===== src/rtl/pa_sysmap_pkg.sv =====
// rtl/pa_sysmap_pkg.sv - shared sysmap widths, miss default and attribute flag positions
package pa_sysmap_pkg;

  localparam int SYSMAP_ADDR_WIDTH = 20;
  localparam int SYSMAP_FLG_WIDTH  = 5;
  localparam logic [SYSMAP_FLG_WIDTH-1:0] SYSMAP_DEFAULT_FLG = 5'b10011;

  // Attribute flag bit positions as consumed by the LSU/IFU PMA check
  localparam int SYSMAP_FLG_SO  = 4;
  localparam int SYSMAP_FLG_C   = 3;
  localparam int SYSMAP_FLG_B   = 2;
  localparam int SYSMAP_FLG_SH  = 1;
  localparam int SYSMAP_FLG_SEC = 0;

endpackage


===== src/rtl/pa_sysmap_region_cmp.sv =====
// rtl/pa_sysmap_region_cmp.sv - one region bound compare; ge_up feeds the next region's bottom
module pa_sysmap_region_cmp
  import pa_sysmap_pkg::*;
#(
  parameter int ADDR_WIDTH = SYSMAP_ADDR_WIDTH
) (
  input  logic [ADDR_WIDTH-1:0] pa,
  input  logic [ADDR_WIDTH-1:0] upaddr,
  input  logic                  bottom_ge,
  output logic                  ge_up,
  output logic                  hit
);

  assign ge_up = !(pa < upaddr);
  assign hit   = bottom_ge && !ge_up;

endmodule


===== src/rtl/pa_sysmap_lookup_pipe.sv =====
// rtl/pa_sysmap_lookup_pipe.sv - lockable region table with registered handshaked lookup
module pa_sysmap_lookup_pipe
  import pa_sysmap_pkg::*;
#(
  parameter int NUM_REGION = 8,
  parameter int ADDR_WIDTH = SYSMAP_ADDR_WIDTH,
  parameter int FLG_WIDTH  = SYSMAP_FLG_WIDTH,
  parameter int IDX_WIDTH  = 3,
  parameter logic [FLG_WIDTH-1:0] DEFAULT_FLG = SYSMAP_DEFAULT_FLG
) (
  input  logic                  forever_cpuclk,
  input  logic                  sysmap_rst,
  input  logic                  cfg_wr_vld,
  input  logic [IDX_WIDTH-1:0]  cfg_wr_idx,
  input  logic [ADDR_WIDTH-1:0] cfg_wr_upaddr,
  input  logic [FLG_WIDTH-1:0]  cfg_wr_flg,
  input  logic                  cfg_wr_lock,
  output logic                  cfg_wr_err,
  input  logic                  lkup_req_vld,
  output logic                  lkup_req_rdy,
  input  logic [ADDR_WIDTH-1:0] lkup_req_pa,
  output logic                  lkup_rsp_vld,
  input  logic                  lkup_rsp_rdy,
  output logic [FLG_WIDTH-1:0]  lkup_rsp_flg,
  output logic [IDX_WIDTH-1:0]  lkup_rsp_idx,
  output logic                  lkup_rsp_miss
);

  logic [ADDR_WIDTH-1:0] upaddr_q [NUM_REGION];
  logic [ADDR_WIDTH-1:0] upaddr_d [NUM_REGION];
  logic [FLG_WIDTH-1:0]  flg_q [NUM_REGION];
  logic [FLG_WIDTH-1:0]  flg_d [NUM_REGION];
  logic [NUM_REGION-1:0] lock_q, lock_d;
  logic [NUM_REGION-1:0] wr_sel;
  logic                  cfg_wr_err_q, cfg_wr_err_d;

  logic                  rsp_vld_q, rsp_vld_d;
  logic [FLG_WIDTH-1:0]  rsp_flg_q, rsp_flg_d;
  logic [IDX_WIDTH-1:0]  rsp_idx_q, rsp_idx_d;
  logic                  rsp_miss_q, rsp_miss_d;

  logic [NUM_REGION-1:0] ge_up, hit;
  logic [FLG_WIDTH-1:0]  hit_flg;
  logic [IDX_WIDTH-1:0]  hit_idx;
  logic                  hit_miss;
  logic                  req_accept;
  logic                  unused_top_ge;

  // An out-of-range index selects no entry, so it falls into the error path too
  always_comb begin
    wr_sel   = '0;
    upaddr_d = upaddr_q;
    flg_d    = flg_q;
    lock_d   = lock_q;
    for (int i = 0; i < NUM_REGION; i++) begin
      wr_sel[i] = cfg_wr_vld && (cfg_wr_idx == IDX_WIDTH'(i));
      if (wr_sel[i] && !lock_q[i]) begin
        upaddr_d[i] = cfg_wr_upaddr;
        flg_d[i]    = cfg_wr_flg;
        lock_d[i]   = cfg_wr_lock;
      end
    end
    cfg_wr_err_d = cfg_wr_vld && !(|(wr_sel & ~lock_q));
  end

  for (genvar g = 0; g < NUM_REGION; g++) begin : g_region
    logic bottom_ge;
    if (g == 0) begin : g_first
      assign bottom_ge = 1'b1;
    end else begin : g_chain
      assign bottom_ge = ge_up[g-1];
    end
    pa_sysmap_region_cmp #(.ADDR_WIDTH(ADDR_WIDTH)) u_cmp (
      .pa       (lkup_req_pa),
      .upaddr   (upaddr_q[g]),
      .bottom_ge(bottom_ge),
      .ge_up    (ge_up[g]),
      .hit      (hit[g])
    );
  end

  // The last region's upper compare has no successor to feed
  assign unused_top_ge = ge_up[NUM_REGION-1];

  always_comb begin
    hit_flg  = DEFAULT_FLG;
    hit_idx  = '0;
    hit_miss = 1'b1;
    for (int i = NUM_REGION - 1; i >= 0; i--) begin
      if (hit[i]) begin
        hit_flg  = flg_q[i];
        hit_idx  = IDX_WIDTH'(i);
        hit_miss = 1'b0;
      end
    end
  end

  assign lkup_req_rdy = !rsp_vld_q || lkup_rsp_rdy;
  assign req_accept   = lkup_req_vld && lkup_req_rdy;

  always_comb begin
    rsp_vld_d  = rsp_vld_q;
    rsp_flg_d  = rsp_flg_q;
    rsp_idx_d  = rsp_idx_q;
    rsp_miss_d = rsp_miss_q;
    if (req_accept) begin
      rsp_vld_d  = 1'b1;
      rsp_flg_d  = hit_flg;
      rsp_idx_d  = hit_idx;
      rsp_miss_d = hit_miss;
    end else if (lkup_rsp_rdy) begin
      rsp_vld_d  = 1'b0;
    end
  end

  always_ff @(posedge forever_cpuclk) begin
    if (sysmap_rst) begin
      for (int i = 0; i < NUM_REGION; i++) begin
        upaddr_q[i] <= '0;
        flg_q[i]    <= '0;
      end
      lock_q       <= '0;
      cfg_wr_err_q <= 1'b0;
      rsp_vld_q    <= 1'b0;
      rsp_flg_q    <= '0;
      rsp_idx_q    <= '0;
      rsp_miss_q   <= 1'b0;
    end else begin
      for (int i = 0; i < NUM_REGION; i++) begin
        upaddr_q[i] <= upaddr_d[i];
        flg_q[i]    <= flg_d[i];
      end
      lock_q       <= lock_d;
      cfg_wr_err_q <= cfg_wr_err_d;
      rsp_vld_q    <= rsp_vld_d;
      rsp_flg_q    <= rsp_flg_d;
      rsp_idx_q    <= rsp_idx_d;
      rsp_miss_q   <= rsp_miss_d;
    end
  end

  assign cfg_wr_err    = cfg_wr_err_q;
  assign lkup_rsp_vld  = rsp_vld_q;
  assign lkup_rsp_flg  = rsp_flg_q;
  assign lkup_rsp_idx  = rsp_idx_q;
  assign lkup_rsp_miss = rsp_miss_q;

endmodule


===== config.mk =====
export PLATFORM = sky130hd
export DESIGN_NAME = pa_sysmap_lookup_pipe
export DESIGN_NICKNAME = d
export VERILOG_FILES = /design/src/rtl/pa_sysmap_pkg.sv /design/src/rtl/pa_sysmap_region_cmp.sv /design/src/rtl/pa_sysmap_lookup_pipe.sv
export SDC_FILE = /design/constraint.sdc
export NUM_CORES = 1
export LEC_CHECK = 0
export BUFFER_PORTS_ARGS = -buffer_cell sky130_fd_sc_hd__buf_2
export CAP_MARGIN = 20
export CORE_ASPECT_RATIO = 0.6
export CORE_UTILIZATION = 35
export CTS_CLUSTER_SIZE = 20
export DETAILED_ROUTE_END_ITERATION = 7
export PLACE_DENSITY = 0.58
export SYNTH_ARGS = -nofsm -noshare
export SYNTH_HDL_FRONTEND = slang
export SYNTH_SLANG_ARGS = --single-unit

===== constraint.sdc =====
create_clock -name forever_cpuclk -period 5.1 [get_ports forever_cpuclk]
set_input_delay 1.02 -clock forever_cpuclk [delete_from_list [all_inputs] [get_ports forever_cpuclk]]
set_output_delay 1.02 -clock forever_cpuclk [all_outputs]
set_load 0.05 [all_outputs]

Word level (Yosys, flattened, before mapping)
Cells that the tools add are included.

operators by class
  $lt $le $gt $ge = 8
  equality and inequality tests = 7
  mux-type cells = 26
  bitwise operators = 2
  reduce and logical (&&, ||, !) cells = 46

operators by type and width
  kind                  count
  $lt A20 B20 Y1        8
  $mux W5               8
  $logic_and A1 B1 Y1   25
  $mux W3               8
  $logic_not A1 Y1      17
  $eq A3 B3 Y1 const B  4
  $mux W1               10
  $and A8 B8 Y8         1
  $not A8 Y8            1
  $reduce_or A8 Y1      1
  $eq A3 B2 Y1 const B  2
  $eq A3 B1 Y1 const B  1
  $logic_not A3 Y1      1
  $reduce_bool A2 Y1    1
  $logic_or A1 B1 Y1    1

storage, ports and cells
  bits in registers = 219
  bits of input ports = 54
  output and inout port bits = 12
  word-level logic and storage cells = 118

Longest topological paths before layout
Gate-level depths: netlist (run 1).

  depth in word-level cells = 11
  gate-level depth with buffers = 12

By module
Synthesis (run 1) repeated with hierarchy kept, for this count alone.

unflattened totals
  cell total of the unflattened synthesis = 1618
  area total of the unflattened synthesis = 12230.5 um^2

modules (own cells, without submodules)
  module                 instances  cells an instance  area each (um^2)
  pa_sysmap_lookup_pipe  1          1066               8296.7
  pa_sysmap_region_cmp   8          69                 491.7

Worst setup path before layout (run 1)
No wires, ideal clock.

  kind = input-to-reg
  start = input port lkup_req_pa[9]
  end = register rsp_flg_q[2] (netlist: lkup_rsp_flg[2])
  setup time = 69 ps
  data arrival time = 3175 ps
  data required time = 5031 ps
  setup slack = 1856 ps
  stages = 9
  cell sequence = ha_1 a21o_1 a21o_1 a21o_1 a2111oi_4 o31ai_1 mux2_4 or4_1 o21ai_1

between the ends
  word-level cells in the longest chain between the ends = 11
  elaborated cells between the ends (all ways) = 30
  those cells by class = 8 x order compare; 8 x mux; 14 x reduce/logical

ends and longest elaborated chain
  item                  line                          source
  from (decl)           pa_sysmap_lookup_pipe.sv:21   input logic [ADDR_WIDTH-1:0] lkup_req_pa,
  $lt A20 B20 Y1        pa_sysmap_region_cmp.sv:14    assign ge_up = !(pa < upaddr);
  $logic_not A1 Y1      pa_sysmap_region_cmp.sv:14
  $logic_and A1 B1 Y1   pa_sysmap_region_cmp.sv:15    assign hit = bottom_ge && !ge_up;
  $mux W5 (7 in a row)  pa_sysmap_lookup_pipe.sv:90   if (hit[i]) begin
  $mux W5 (*)           pa_sysmap_lookup_pipe.sv:90
  to (signal assigned)  pa_sysmap_lookup_pipe.sv:136  rsp_flg_q <= rsp_flg_d;
  to (decl)             pa_sysmap_lookup_pipe.sv:38   logic [FLG_WIDTH-1:0] rsp_flg_q, rsp_flg_d;

Every way passes the cells marked *; elsewhere a longest branch is shown, timed or not.
A chain may end at the register's enable or synchronous reset.

Worst setup path after layout (run 1)
  start = input port lkup_req_pa[2]
  end = register rsp_flg_q[3] (netlist: lkup_rsp_flg[3])

The elaborated chain is that of the path after synthesis.

==> results of run 1 <==
## layout by cell type, fill, tap and decap left out, types with 10 or more instances in the layout
| master | instances |
|---|---|
| dfxtp_1 | 219 |
| o21ai_0 | 26 |
| nand3_1 | 10 |
| a21o_1 | 17 |
| inv_1 | 161 |
| clkbuf_16 | 22 |
| nand2b_1 | 11 |
| a21oi_1 | 251 |
| buf_4 | 17 |
| ha_1 | 152 |
| buf_2 | 64 |
| nand2_1 | 448 |
| nand4_1 | 15 |
| a221oi_1 | 11 |
| nor2_1 | 32 |
| nor3_1 | 15 |
## kinds of logic (layout without fill, tap and decap cells)
group / after synthesis / in the layout / share of synthesized area
fa+ha+maj: 152 / 152 / 0.160
compound gates: 377 / 377 / 0.186
flops: 219 / 219 / 0.368
mux: 1 / 1 / 0.00126
buf+inv: 257 / 285 / 0.0837
simple gates: 577 / 577 / 0.201
## cell type report
type	instances	area (um^2)	area share
Clock buffer	33	622	0.0466
Clock inverter	6	95.1	0.00713
Inverter	161	604	0.0453
Multi-Input combinational cell	1107	6570	0.492
Sequential cell	219	4380	0.329
Tap cell	450	563	0.0422
Timing Repair Buffer	85	507	0.0380
## Yosys cell counts, drive strengths merged (3+ instances only)
master | count | area [um^2]
a2111oi | 3 | 46.3
nand4 | 15 | 93.8
nand3 | 10 | 50.1
a41oi | 4 | 35.0
nor4 | 4 | 25.0
and4 | 5 | 43.8
nand2 | 448 | 1680
a21oi | 252 | 1260
nand2b | 11 | 68.8
or3 | 9 | 56.3
a21o | 17 | 128
clkbuf | 94 | 384
a221oi | 11 | 96.3
nor2b | 7 | 43.8
or4 | 4 | 30.0
a21boi | 4 | 30.0
ha | 152 | 1900
and2 | 4 | 25.0
nor2 | 32 | 120
o21ai | 28 | 140
a211oi | 10 | 80.1
inv | 161 | 604
nor3 | 21 | 105
a31oi | 9 | 56.3
o221ai | 6 | 52.6
dfxtp | 219 | 4380
o21a | 6 | 45.0
a211o | 8 | 70.1
## sequential cells by signal, summed over array words and instances, names as in the netlist
signal         flops
flg_q             40
lkup_rsp_vld       1
cfg_wr_err         1
lkup_rsp_idx       3
lock_q             8
lkup_rsp_miss      1
upaddr_q         160
lkup_rsp_flg       5
## how the worst max path moves through the flow
stage | to | slack [ps] | cells after the start | start
finish | lkup_rsp_flg[3]$_SDFFE_PP0P_ | 1210 | 11 | lkup_req_pa[2]
global placement | lkup_rsp_flg[4]$_SDFFE_PP0P_ | 790 | 11 | lkup_req_pa[2]
detailed placement | lkup_rsp_flg[3]$_SDFFE_PP0P_ | 650 | 10 | lkup_req_pa[2]
floorplan | lkup_rsp_flg[2]$_SDFFE_PP0P_ | 1860 | 9 | lkup_req_pa[9]
CTS | lkup_rsp_flg[3]$_SDFFE_PP0P_ | 1230 | 10 | lkup_req_pa[2]
global route | lkup_rsp_flg[0]$_SDFFE_PP0P_ | 1130 | 11 | lkup_req_pa[2]
## power groups by stage
stage / sequential [mW] / combinational (mW) / clock (mW)
detailed placement: 1.81 / 0.541 / 0
global placement: 1.81 / 0.525 / 0
global route: 1.78 / 0.613 / 1.78
floorplan: 1.83 / 0.335 / 0
finish: 1.77 / 0.549 / 1.68
CTS: 1.77 / 0.543 / 1.71
## worst max-delay path: cells and delay by family
family	cells	cell delay, ps
buf+inv	1	170
simple gates	2	540
compound gates	7	2260
fa+ha+maj	1	330
## stage by stage
step | total power [mW] | cells | util
after CTS | 4.03 | 2060 | 0.405
after global placement | 2.34 | 2019 | 0.382
after floorplan | 2.16 | 1583 | -
after detailed placement | 2.35 | 2021 | 0.383
after global routing | 4.17 | 2061 | 0.405
final | 4.00 | 2061 | 0.405
## layer usage
metal / wire [um] / vias to the layer above / GRT usage
met5: 0 / - / 0
met4: 444 / 0 / 0.0302
met3: 3450 / 38 / 0.0516
met2: 14900 / 363 / 0.320
met1: 18800 / 5074 / 0.327
li1: - / 5302 / -
==> flow_summary.json, run 1 <==
{
  "ys_ff_latch": 219,
  "power.density_nw_per_um2": 300,
  "pwr-share-comb": 0.137,
  "core_area_um2": 32900,
  "synth_area_um2": 11900,
  "vias": 10777,
  "drt_wl_total_um": 37600,
  "crit_slowest_cell": "a2111oi_1",
  "p_clk_frac": 0.420,
  "clkTransAtPathRegs_ps": 70,
  "critical_path_class": "primary input to flip-flop",
  "first_pass_iters": 6,
  "nFillCells": 3371,
  "pre_cts_slack_ps": 654,
  "syn_avg_cell_area_um2": 7.52,
  "setup_ws_ps": 1210,
  "swShare": 0.280,
  "viasPerCell": 5.23,
  "hold-path-cell-count": 2,
  "grt_overflow": 0,
  "rsz0062_at_grt": "false",
  "antenna_left": 0,
  "hold_viol": 0,
  "clk_latency_ps": 540,
  "cts_resized": 0,
  "port_buffers": 65,
  "syn-num-nets": 1789,
  "ys.flop_type": "dfxtp_1",
  "clock_sinks": 219,
  "cts_hold_buffers": 0,
  "cts_root_buf": "clkbuf_16",
  "relSlewSlack": 0.336,
  "rrSetupSlack_ps": 1530,
  "power.internal_mw": 2.88,
  "grt_pass1_vias": 10097,
  "post_drt_wl_per_cell_um": 18.2,
  "drc_errors": 0,
  "drt_iter0_drc": 918,
  "die_area_um2": 34800,
  "synth_edf_count": 0,
  "tightestPinTransition_ps": 991,
  "status": "finished clean",
  "path_common_cell": "o221ai_1",
  "ys_seq_area_frac": 0.368,
  "diodes": 0,
  "r2r-start": "upaddr_q[42]$_SDFFE_PP0P_",
  "ys_warn_count": 0,
  "final_cell_area_um2": 13300,
  "ys_types": 56,
  "min_from": "flg_q[39]$_SDFFE_PP0P_",
  "synthCells": 1583,
  "worstPathRequired_ps": 5520,
  "crit_chain": "buf_2 > ha_1 > a211o_1 > a31oi_1 > o221ai_1 > a2111oi_1 > nand2_1 > nand2b_1 > o221ai_1 > a222oi_1 > o21ai_0",
  "min_to": "flg_q[39]$_SDFFE_PP0P_",
  "worstPathArrival_ps": 4310,
  "drive_above_1_share": 0.0801,
  "place_hpwl_um": 26700,
  "grt_usage": 0.219,
  "fin_crit_ps": 3890,
  "maxSlewViolCount": 0,
  "gp_congestion": 0.915,
  "finalCritPeriodShare": 0.762,
  "cts_buffer_depth": 3,
  "switchingPower_mw": 1.12,
  "finalSetupViolations": 0,
  "layout.nets": 1802,
  "power_leakage_nw": 4.77,
  "cts_setup_buffers": 0,
  "end_kind": "flip-flop",
  "cts_tree": "yes",
  "critPathMaxStageDelay_ps": 780,
  "whs_ps": 453,
  "grt_pass1_wl_um": 58100,
  "maxCapViolCount": 0,
  "place_area_um2": 12600,
  "io_pins": 66,
  "async_flop_share": 0,
  "pwr-share-seq": 0.443,
  "antenna_found_initial": 0,
  "start_util": 0.361,
  "tns_ps": 0,
  "cts-buffers-inserted": 22,
  "fmax_ghz": 0.257,
  "critical_path.startpoint_type": "primary input",
  "h-tree-depth": 1,
  "area_delta_synth_final_pct": 12.1,
  "hold_path_class": "flip-flop to flip-flop",
  "die_h_um": 145,
  "die_w_um": 240,
  "num_rows": 51,
  "reg2reg_to": "lkup_rsp_flg[3]$_SDFFE_PP0P_",
  "vdd_drop_max_mv": 0.212,
  "r2r_cells": 11,
  "grt_max_degree": 87,
  "clock_skew_ps": 20.3,
  "worstPathMaxFanout": 8
}
Power figures use the tool's default switching activity.
==> inputs of run 2 (changes only) <==
==> constraint.sdc (replaced) <==
create_clock -name forever_cpuclk -period 3.8 [get_ports forever_cpuclk]
set_input_delay 0.76 -clock forever_cpuclk [delete_from_list [all_inputs] [get_ports forever_cpuclk]]
set_output_delay 0.76 -clock forever_cpuclk [all_outputs]
set_load 0.05 [all_outputs]
==> flow_summary.json, run 2 (synthesis results as in run 1) <==
{
  "largestRegisters": "upaddr_q x160, flg_q x40, lock_q x8",
  "num_rows": 51,
  "vdd_drop_max_mv": 0.303,
  "start_util": 0.361,
  "final_util": 0.409,
  "grt_pass1_vias": 10120,
  "tns_ps": 0,
  "post_drt_wl_per_cell_um": 18.1,
  "fmax_ghz": 0.316,
  "worstPathArrival_ps": 3640,
  "cts_tree": "yes",
  "die_area_um2": 34800,
  "critical_path_class": "primary input to flip-flop",
  "cts_setup_buffers": 0,
  "cts_hold_buffers": 0,
  "area_delta_synth_final_pct": 13.1,
  "antenna_left": 0,
  "dp_cells": 2032,
  "port_buffers": 65,
  "clkTransAtPathRegs_ps": 60,
  "status": "finished clean",
  "end_kind": "flip-flop",
  "clock_sinks": 219,
  "power.density_nw_per_um2": 407,
  "h-tree-depth": 1,
  "hold_viol": 0,
  "diodes": 0,
  "antenna_found_initial": 0,
  "viasPerCell": 5.18,
  "layout.nets": 1813,
  "drt_wl_total_um": 37400,
  "first_pass_iters": 5,
  "grt_usage": 0.219,
  "layout_commonest_cell": "nand2_1",
  "vias": 10747,
  "worstPathRequired_ps": 4270,
  "fin_cells": 2073,
  "maxCapViolCount": 0,
  "rsz0062_at_grt": "false",
  "relSlewSlack": 0.202,
  "drt_iter0_drc": 871,
  "gp_congestion": 0.885,
  "drive_above_1_share": 0.0893,
  "nFillCells": 3411,
  "cts_resized": 0,
  "drc_errors": 0,
  "clk_latency_ps": 550,
  "tightestPinTransition_ps": 1200,
  "place_hpwl_um": 26600,
  "fin_crit_ps": 3170,
  "core_area_um2": 32900,
  "hold_path_class": "flip-flop to flip-flop",
  "critical_path.startpoint_type": "primary input",
  "die_w_um": 240,
  "grt_max_degree": 129,
  "grt_pass1_wl_um": 58100,
  "clock_skew_ps": 26.5,
  "worstPathMaxFanout": 8,
  "layout_common_cells": "448 x nand2_1, 251 x a21oi_1, 219 x dfxtp_1",
  "io_pins": 66,
  "power_leakage_nw": 4.84,
  "finalSetupViolations": 0,
  "regMostFlops": "upaddr_q",
  "largest_register_ffs": 160,
  "cts-buffers-inserted": 23,
  "cts_buffer_depth": 3,
  "finalCritPeriodShare": 0.834,
  "die_h_um": 145,
  "grt_overflow": 0,
  "maxSlewViolCount": 0,
  "cts_root_buf": "clkbuf_16"
}
run 2: cell types whose count changed in the layout (fill, tap and decap cells not counted), sizes merged:
cell	delta
buf	+11
clkbuf	-3
clkinv	+4
run 2: power by group:
part	switching [mW]	internal (mW)	total, mW
logic	0.488	0.258	0.746
registers	0.0326	2.35	2.38
clock network	1.02	1.34	2.36
run 2: stage by stage:
stage / cell area, um^2 / hold WS [ps] / setup WS [ps] / power, mW
CTS: 13500 / 446 / 700 / 5.53
floorplan: 11900 / 432 / 816 / 2.90
global route: 13500 / 471 / 448 / 5.71
detailed placement: 12700 / 442 / 133 / 3.17
global placement: 12700 / 441 / 206 / 3.15
finish: 13500 / 451 / 632 / 5.48
run 2: cell type report:
cell class              instances  area [um^2]  area share
clock buffers                  31          646      0.0480
inverters                     161          604      0.0449
multi-input cells            1107         6570       0.488
clock inverters                10          115     0.00855
well taps                     450          563      0.0418
flip-flops and latches        219         4380       0.326
repair buffers                 95          582      0.0432
run 2: final timing paths:
kind / startpoint / end / slack [ps] / cells after the start
setup / recovery: lkup_req_pa[19] / lkup_rsp_flg[2]$_SDFFE_PP0P_ / 630 / 9
hold / removal: upaddr_q[0]$_SDFFE_PP0P_ / upaddr_q[0]$_SDFFE_PP0P_ / 450 / 2
setup reg to reg: upaddr_q[139]$_SDFFE_PP0P_ / lkup_rsp_flg[2]$_SDFFE_PP0P_ / 650 / 9
hold reg to reg: upaddr_q[0]$_SDFFE_PP0P_ / upaddr_q[0]$_SDFFE_PP0P_ / 450 / 2
run 2: critical path: stages:
cell,delay (ps)
buf_2,240
ha_1,310
a21oi_1,160
o21ai_0,180
nor3_1,630
a211o_1,350
mux2_4,340
or4_1,500
o21ai_1,170
run 2: metal layers:
metal	track usage	share of wire	wire, um
met4	0.0456	0.015	569
met3	0.0461	0.082	3090
met2	0.314	0.39	14700
met1	0.331	0.51	19100
met5	0	0	0
==> inputs of run 3 (changes only) <==
--- a/config.mk
+++ b/config.mk
@@ -11,7 +11,7 @@
 export CORE_UTILIZATION = 35
 export CTS_CLUSTER_SIZE = 20
 export DETAILED_ROUTE_END_ITERATION = 7
-export PLACE_DENSITY = 0.58
+export PLACE_DENSITY = 0.59
 export SYNTH_ARGS = -nofsm -noshare
 export SYNTH_HDL_FRONTEND = slang
 export SYNTH_SLANG_ARGS = --single-unit
==> constraint.sdc (replaced) <==
create_clock -name forever_cpuclk -period 2.9 [get_ports forever_cpuclk]
set_input_delay 0.58 -clock forever_cpuclk [delete_from_list [all_inputs] [get_ports forever_cpuclk]]
set_output_delay 0.58 -clock forever_cpuclk [all_outputs]
set_load 0.05 [all_outputs]
==> flow_summary.json, run 3 (synthesis results as in run 1) <==
{
  "min_to": "lkup_rsp_vld$_SDFFE_PP0P_",
  "viasPerCell": 5.15,
  "p_total_mw": 7.14,
  "antenna_found_initial": 1,
  "vias": 11083,
  "layout_commonest_cell": "nand2_1",
  "layout_common_cells": "446 x nand2_1, 250 x a21oi_1, 218 x dfxtp_1",
  "seq_area_um2": 4390,
  "rrSetupSlack_ps": 90,
  "tightestPinTransition_ps": 858,
  "clkTransAtPathRegs_ps": 70,
  "grt_pass1_wl_um": 58500,
  "worstPathRequired_ps": 3330,
  "critical_path_class": "flip-flop to flip-flop",
  "power.density_nw_per_um2": 502,
  "nFillCells": 3338,
  "place_hpwl_um": 27300,
  "drt_iter0_drc": 929,
  "min_from": "lkup_req_vld",
  "io_pins": 66,
  "hold_path_class": "primary input to flip-flop",
  "r2r-start": "upaddr_q[35]$_SDFFE_PP0P_",
  "num_rows": 51,
  "critical_path.startpoint_type": "flip-flop",
  "cts_tree": "yes",
  "worstPathMaxFanout": 7,
  "layout.nets": 1891,
  "vdd_drop_max_mv": 0.384,
  "r2r_cells": 11,
  "area_delta_synth_final_pct": 19.4,
  "h-tree-depth": 1,
  "maxCapViolCount": 0,
  "port_buffers": 65,
  "finalSetupViolations": 0,
  "die_area_um2": 34800,
  "drt_wl_total_um": 37700,
  "die_h_um": 145,
  "hold_viol": 0,
  "cts_buffer_depth": 3,
  "grt_max_degree": 108,
  "clock_skew_ps": 15.8,
  "largest_register_ffs": 160,
  "worstPathArrival_ps": 3240,
  "grt_overflow": 0,
  "core_area_um2": 32900,
  "diodes": 0,
  "status": "finished clean",
  "grt_usage": 0.219,
  "gp_congestion": 0.906,
  "drc_errors": 0,
  "grt_pass1_vias": 10322,
  "multiInputGateArea_um2": 6740,
  "first_pass_iters": 5,
  "reg2reg_to": "lkup_rsp_flg[3]$_SDFFE_PP0P_",
  "power_leakage_nw": 5.25,
  "relSlewSlack": 0.428,
  "fmax_ghz": 0.356,
  "maxSlewViolCount": 0,
  "regMostFlops": "upaddr_q",
  "post_drt_wl_per_cell_um": 17.5,
  "cts-buffers-inserted": 23,
  "cts_root_buf": "clkbuf_16",
  "fin_cells": 2151,
  "drive_above_1_share": 0.147,
  "fin_crit_ps": 2810,
  "hold-path-cell-count": 3,
  "finalCritPeriodShare": 0.968,
  "dp_cells": 2108,
  "clock_sinks": 219,
  "clk_latency_ps": 550,
  "antenna_left": 0,
  "start_util": 0.361,
  "end_kind": "flip-flop",
  "final_util": 0.432,
  "die_w_um": 240,
  "largestRegisters": "upaddr_q x160, flg_q x40, lock_q x8"
}
## run 3: cell count changes in the layout (fill, tap and decap cells not counted), sizes merged
cell	previous run	this run
buf	95	173
clkinv	7	8
bufinv	2	0
clkinvlp	0	1
## run 3: repair_timing
action | 4_1_cts | 5_1_grt
cloned | 0 | 0
hold endpoints to repair | 0 | 0
buffers inserted | 0 | 1
pin swaps | 4 | 9
resized for setup | 17 | 18
setup endpoints to repair | 9 | 9
hold buffers | 0 | 0
## run 3: critical path, cell delays in order (launching register included)
cell and delay, ps:
dfxtp_1 360, inv_1 60, ha_1 280, and2_0 180
a221o_1 340, a221oi_2 320, buf_4 180, o31ai_2 100
or3b_4 310, o221ai_1 120, a222oi_1 360, o21ai_1 90
## run 3: how the worst max path moves through the flow
stage                                           from                           end  slack (ps)  cells past startpoint
after floorplan                       lkup_req_pa[9]  lkup_rsp_flg[2]$_SDFFE_PP0P_         100                      9
after global placement                lkup_req_pa[1]  lkup_rsp_flg[2]$_SDFFE_PP0P_        -770                     13
after detailed placement              lkup_req_pa[1]  lkup_rsp_flg[3]$_SDFFE_PP0P_        -820                     13
after CTS                 upaddr_q[139]$_SDFFE_PP0P_  lkup_rsp_flg[2]$_SDFFE_PP0P_           7                     10
after global routing       upaddr_q[42]$_SDFFE_PP0P_  lkup_rsp_flg[1]$_SDFFE_PP0P_         -20                     13
final                      upaddr_q[35]$_SDFFE_PP0P_  lkup_rsp_flg[3]$_SDFFE_PP0P_          90                     11
## run 3: through the flow
step | worst slack, ps | TNS (ps) | hold WS [ps] | instance area (um^2)
6_report | 93.7 | 0 | 278 | 14200
5_1_grt | -18.4 | -48.3 | 281 | 14200
4_1_cts | 6.65 | 0 | 264 | 14100
3_5_place_dp | -819 | -6080 | 446 | 13300
3_3_place_gp | -766 | -6120 | 441 | 13300
2_1_floorplan | 96.1 | 0 | 432 | 11900
## run 3: metal layers
| metal | up-vias | global-route usage | share of wire | wire, um |
|---|---|---|---|---|
| met5 | - | 0 | 0.00029 | 11 |
| li1 | 5487 | - | - | - |
| met4 | 2 | 0.0295 | 0.010 | 393 |
| met1 | 5234 | 0.329 | 0.51 | 19300 |
| met2 | 325 | 0.315 | 0.40 | 14900 |
| met3 | 35 | 0.0554 | 0.082 | 3110 |
## run 3: layout make-up
type,count,share of cell area
timing repair buffer,173,0.0853
clock buffer,31,0.0454
inverter,161,0.0425
multi-input combinational,1107,0.474
clock inverter,10,0.00475
sequential,219,0.308
tap,450,0.0396
## run 3: where the power goes
group | total [mW] | internal, mW | switching, mW
registers | 3.12 | 3.08 | 0.0426
logic | 1.12 | 0.439 | 0.684
clock network | 2.89 | 1.57 | 1.32
total | 7.14 | 5.09 | 2.05
